[src/rtl/pipe_ctrl_pkg.sv]
// Shared pipeline-control definitions: FSM state encoding, the opcodes the
// hazard unit decodes, and the widths of the sequencing and event counters.
package pipe_ctrl_pkg;

  typedef enum logic [1:0] {
    ST_RUN   = 2'd0,
    ST_STALL = 2'd1,
    ST_FLUSH = 2'd2
  } ctrl_state_e;

  localparam logic [6:0] OP_R      = 7'b0110011;
  localparam logic [6:0] OP_LOAD   = 7'b0000011;
  localparam logic [6:0] OP_STORE  = 7'b0100011;
  localparam logic [6:0] OP_BRANCH = 7'b1100011;

  // Sequencing counter holds at most STALL_CYCLES-1 = 3.
  localparam int CNT_W  = 2;
  // Width of the hazard event counters.
  localparam int STAT_W = 16;

  // Only R-type, store and branch instructions actually read rs2.
  function automatic logic uses_rs2(input logic [6:0] opcode);
    return (opcode == OP_R) || (opcode == OP_STORE) || (opcode == OP_BRANCH);
  endfunction

endpackage

[src/rtl/hazard_cmp.sv]
// Load-use register match: flags when the load in ID/EX writes a register
// that the instruction in IF/ID reads. x0 never creates a dependency.
module hazard_cmp
  import pipe_ctrl_pkg::*;
(
  input  logic [4:0] id_rs1,
  input  logic [4:0] id_rs2,
  input  logic [6:0] id_opcode,
  input  logic       ex_mem_read,
  input  logic [4:0] ex_rd,
  output logic       hazard
);

  logic rs1_hit;
  logic rs2_hit;

  assign rs1_hit = (ex_rd == id_rs1);
  assign rs2_hit = (ex_rd == id_rs2) && uses_rs2(id_opcode);
  assign hazard  = ex_mem_read && (ex_rd != 5'd0) && (rs1_hit || rs2_hit);

endmodule

[src/rtl/hazard_ctrl.sv]
// Pipeline hazard controller: stalls on load-use hazards, flushes IF/ID after
// taken branches, and optionally counts both events.
// Optional feature: define HAZARD_STATS_EN to build the saturating event
// counters; otherwise stall_count and flush_count are tied to zero.
module hazard_ctrl
  import pipe_ctrl_pkg::*;
#(
  parameter int STALL_CYCLES = 1,  // load-use stall length, 1..4
  parameter int FLUSH_CYCLES = 1   // IF/ID flush length after a taken branch, 1..3
) (
  input  logic              clk,
  input  logic              rst,
  input  logic [4:0]        id_rs1,
  input  logic [4:0]        id_rs2,
  input  logic [6:0]        id_opcode,
  input  logic              ex_mem_read,
  input  logic [4:0]        ex_rd,
  input  logic              branch_taken,
  output logic              pc_write,
  output logic              if_id_write,
  output logic              id_ex_bubble,
  output logic              if_id_flush,
  output logic [1:0]        state,
  output logic [STAT_W-1:0] stall_count,
  output logic [STAT_W-1:0] flush_count
);

  localparam logic [CNT_W-1:0] CNT_ONE    = CNT_W'(1);
  localparam logic [CNT_W-1:0] STALL_LOAD = CNT_W'(STALL_CYCLES - 1);
  localparam logic [CNT_W-1:0] FLUSH_LOAD = CNT_W'((FLUSH_CYCLES > 1) ? FLUSH_CYCLES - 2 : 0);

  ctrl_state_e      state_q;
  logic [CNT_W-1:0] cnt_q;
  logic             hazard;

  hazard_cmp u_cmp (
    .id_rs1      (id_rs1),
    .id_rs2      (id_rs2),
    .id_opcode   (id_opcode),
    .ex_mem_read (ex_mem_read),
    .ex_rd       (ex_rd),
    .hazard      (hazard)
  );

  // Same-cycle pipeline controls: reset forces free-run, then branch beats
  // FLUSH, which beats stall.
  always_comb begin
    // NOTE: every output gets a default before any branch so no path leaves
    // one unassigned, which would otherwise infer a latch.
    pc_write     = 1'b1;
    if_id_write  = 1'b1;
    id_ex_bubble = 1'b0;
    if_id_flush  = 1'b0;
    if (!rst) begin
      if (branch_taken || state_q == ST_FLUSH) begin
        id_ex_bubble = 1'b1;
        if_id_flush  = 1'b1;
      end else if (state_q == ST_STALL || hazard) begin
        pc_write     = 1'b0;
        if_id_write  = 1'b0;
        id_ex_bubble = 1'b1;
      end
    end
  end

  // Sequencing FSM: a counter measures the remaining STALL or FLUSH cycles.
  always_ff @(posedge clk) begin
    // NOTE: reset is sampled on the clock edge only; while rst is high the
    // combinational block above already forces the free-run controls.
    if (rst) begin
      // NOTE: non-blocking assignments keep every register updating from the
      // pre-edge values, independent of statement order.
      state_q <= ST_RUN;
      cnt_q   <= '0;
    end else if (branch_taken) begin
      // A taken branch aborts any stall and (re)starts the flush sequence.
      if (FLUSH_CYCLES > 1) begin
        state_q <= ST_FLUSH;
        cnt_q   <= FLUSH_LOAD;
      end else begin
        state_q <= ST_RUN;
        cnt_q   <= '0;
      end
    end else begin
      case (state_q)
        ST_RUN: begin
          if (hazard && STALL_CYCLES > 1) begin
            state_q <= ST_STALL;
            cnt_q   <= STALL_LOAD;
          end
        end
        ST_STALL: begin
          cnt_q <= cnt_q - CNT_ONE;
          if (cnt_q == CNT_ONE) state_q <= ST_RUN;
        end
        ST_FLUSH: begin
          if (cnt_q == '0) state_q <= ST_RUN;
          else             cnt_q   <= cnt_q - CNT_ONE;
        end
        default: begin
          state_q <= ST_RUN;
          cnt_q   <= '0;
        end
      endcase
    end
  end

  assign state = state_q;

`ifdef HAZARD_STATS_EN
  logic [STAT_W-1:0] stall_cnt_q;
  logic [STAT_W-1:0] flush_cnt_q;
  logic              stall_bubble;

  // A bubble without a flush can only come from a load-use hazard.
  assign stall_bubble = id_ex_bubble && !if_id_flush;

  // Saturating event counters: hazard bubble cycles and taken branches.
  always_ff @(posedge clk) begin
    if (rst) begin
      stall_cnt_q <= '0;
      flush_cnt_q <= '0;
    end else begin
      if (stall_bubble && stall_cnt_q != '1) stall_cnt_q <= stall_cnt_q + 1'b1;
      if (branch_taken && flush_cnt_q != '1) flush_cnt_q <= flush_cnt_q + 1'b1;
    end
  end

  assign stall_count = stall_cnt_q;
  assign flush_count = flush_cnt_q;
`else
  assign stall_count = '0;
  assign flush_count = '0;
`endif

endmodule

[config.mk]
export PLATFORM = sky130hd
export DESIGN_NAME = hazard_ctrl
export DESIGN_NICKNAME = d
export VERILOG_FILES = /design/src/rtl/pipe_ctrl_pkg.sv /design/src/rtl/hazard_cmp.sv /design/src/rtl/hazard_ctrl.sv
export SDC_FILE = /design/constraint.sdc
export NUM_CORES = 1
export LEC_CHECK = 0
export CORE_MARGIN = 8
export CORE_UTILIZATION = 25
export DETAILED_ROUTE_END_ITERATION = 10
export PLACE_DENSITY = 0.84
export SYNTH_ARGS = -nofsm -noshare
export SYNTH_HDL_FRONTEND = slang
export SYNTH_HIERARCHICAL = 1
export SYNTH_SLANG_ARGS = --single-unit
[constraint.sdc]
create_clock -name clk -period 2.9 [get_ports clk]
set_input_delay 0.58 -clock clk [delete_from_list [all_inputs] [get_ports clk]]
set_output_delay 0.58 -clock clk [all_outputs]
set_load 0.05 [all_outputs]
==> run metrics <==
Internal 0.0445 mW; Syn Inst Count around 60; kind of critical path in2out; first-pass GRT wire length 1.83 mm; Worst Setup Start Kind primary input; GPL Wtd Cong ~0.70; gr usage total under 10%; total power 0.168 mW; placed cell areas between 600 and 700 µm²; Syn Area/Cell around 7.7 µm²; Die W 58.6 µm; ant diodes 0; die footprint between 3000 and 4000 µm²; CP Data Arrival Time 2210 ps; antenna violations before repair 0; fmax 0.358 GHz; Final nets 117; clock share of power 0%; Final Critical Period roughly 2800 ps; Max Fanout on Critical Path 2; number of global-route vias before repair 409; Post-Syn Area about 450 µm²; DRT iter0 DRCs 2; First-pass DRT Iterations 2; area of the core 1710 µm²; routed length per instance 11.1 µm; Final Cycle Share a little over nine tenths; Die H 58.6 µm; Leakage ~0.35 nW; Via density 3.23; clkbuf count 0; Slew Limit Fails 0; worst hold-check path type in2out; final setup fails 0; MaxCap Viol Count 0; fraction of power spent switching nets 73.6%; Ys Warns 6; status finished, final reports clean; Worst setup EP type primary output; FF+latch count 0; Row Count 15; final core utilization between 40% and 50%; DRT Wirelength between 1 and 1.5 mm; PD cells approximately 240 nW/µm²; ANT nets after route 0; RSZ-0062 raised after global routing no; Psw 0.124 mW; via count 368; cts hold-fix bufs 0; Fin. Hold Viols 0; hpwl dp around 1.2 mm; number of port buffers 29; Fill cells 174; largest net degree at the start of global routing 4; fin area 706 µm²; Initial Utilization 26.5%; maximum VDD drop 103 µV; Comb power frac 100.0%; Layout area overhead 55.8%; Overflow after GRT 0; layout cell share with drive strength beyond 1 15.7%; Seq pwr share 0%; Sequential Area 0 µm²; Setup TNS Final 0 ps; Unique masters post-synth 16; Seq/Total Area, Yosys 0%; residual DRC count 0; post-CTS setup buffers 0; critical path data required time 2320 ps; I/O pin count 64
==> cells in the mapped netlist, drive strengths merged <==
cell | count | area (µm²)
or3b | 1 | 8.76
xor2 | 8 | 70.1
nand3 | 1 | 5.00
nor2 | 1 | 3.75
nor2b | 1 | 6.26
buf | 35 | 263
or4 | 1 | 7.51
xnor2 | 2 | 17.5
o21ba | 1 | 10.0
a21oi | 1 | 5.00
nand4 | 1 | 6.26
a2111oi | 1 | 27.5
nor3 | 2 | 10.0
conb | 1 | 3.75
nand2 | 1 | 3.75
o21ai | 1 | 5.00
==> layout by cell type, fill, tap and decap left out, drive strengths merged <==
cell            n
nor3            2
nand2           1
nor2            1
o21ba           1
nand4           1
xnor2           2
dlymetal6s2s    4
nand3           1
a21oi           1
clkdlybuf4s15   1
o21ai           1
xor2            8
or3b            1
clkdlybuf4s50  17
conb           34
buf             7
or4             1
nor2b           1
dlygate4sd2     3
a2111oi         1
==> power by group through the flow <==
stage               sequential [mW]  clock (mW)  combinational (mW)
floorplan                         0           0               0.154
global placement                  0           0               0.165
detailed placement                0           0               0.166
CTS                               0           0               0.167
global route                      0           0               0.177
finish                            0           0               0.168
==> logic make-up (layout without fill, tap and decap cells) <==
family                 count (synthesis)  after routing  synth area share, %
AO/OA/AOI/OAI                          4              4                 10.5
XOR/XNOR                              10             10                 19.3
other                                  1             34                0.828
buffers and inverters                 35             32                 58.0
AND/OR/NAND/NOR                        9              9                 11.3
==> per-stage QoR <==
| step | cells | hold WS, ps | setup slack, ps |
|---|---|---|---|
| 2_1_floorplan | 92 | 1330 | 110 |
| 3_3_place_gp | 114 | 1870 | -80.5 |
| 3_5_place_dp | 114 | 1880 | -113 |
| 4_1_cts | 114 | 1890 | 20.5 |
| 5_1_grt | 114 | 1920 | 3.59 |
| 6_report | 114 | 1890 | 106 |
==> what timing repair did <==
action,CTS,global route
setup endpoints to repair,3,3
pin swaps,2,4
resized for setup,13,6
==> final timing paths <==
| check | start | end | depth (start not counted) |
|---|---|---|---|
| worst max-delay path | ex_rd[3] | if_id_write | 7 |
| worst min-delay path | rst | if_id_flush | 3 |
==> metal layers <==
metal	part of all wire [%]	vias to the layer above	global-route usage, %	wire, µm
met5	0	-	0	0
met2	62	24	15.6	786
met3	7.7	0	0.652	98
met4	0	0	0	0
met1	30	163	5.67	382
li1	-	181	-	-
==> final cells by class <==
| class | count | area, µm² | area share (%) |
|---|---|---|---|
| Multi-Input combinational cell | 57 | 338 | 47.9 |
| Tap cell | 25 | 31.3 | 4.43 |
| Timing Repair Buffer | 32 | 337 | 47.7 |
==> critical path, stage by stage <==
cell and delay (ps):
clkdlybuf4s15_1 220, xor2_2 210, a2111oi_4 320, nand4_1 150, a21oi_2 160, or3b_4 410, buf_8 160
No activity file was read; power rests on OpenSTA's default activity.
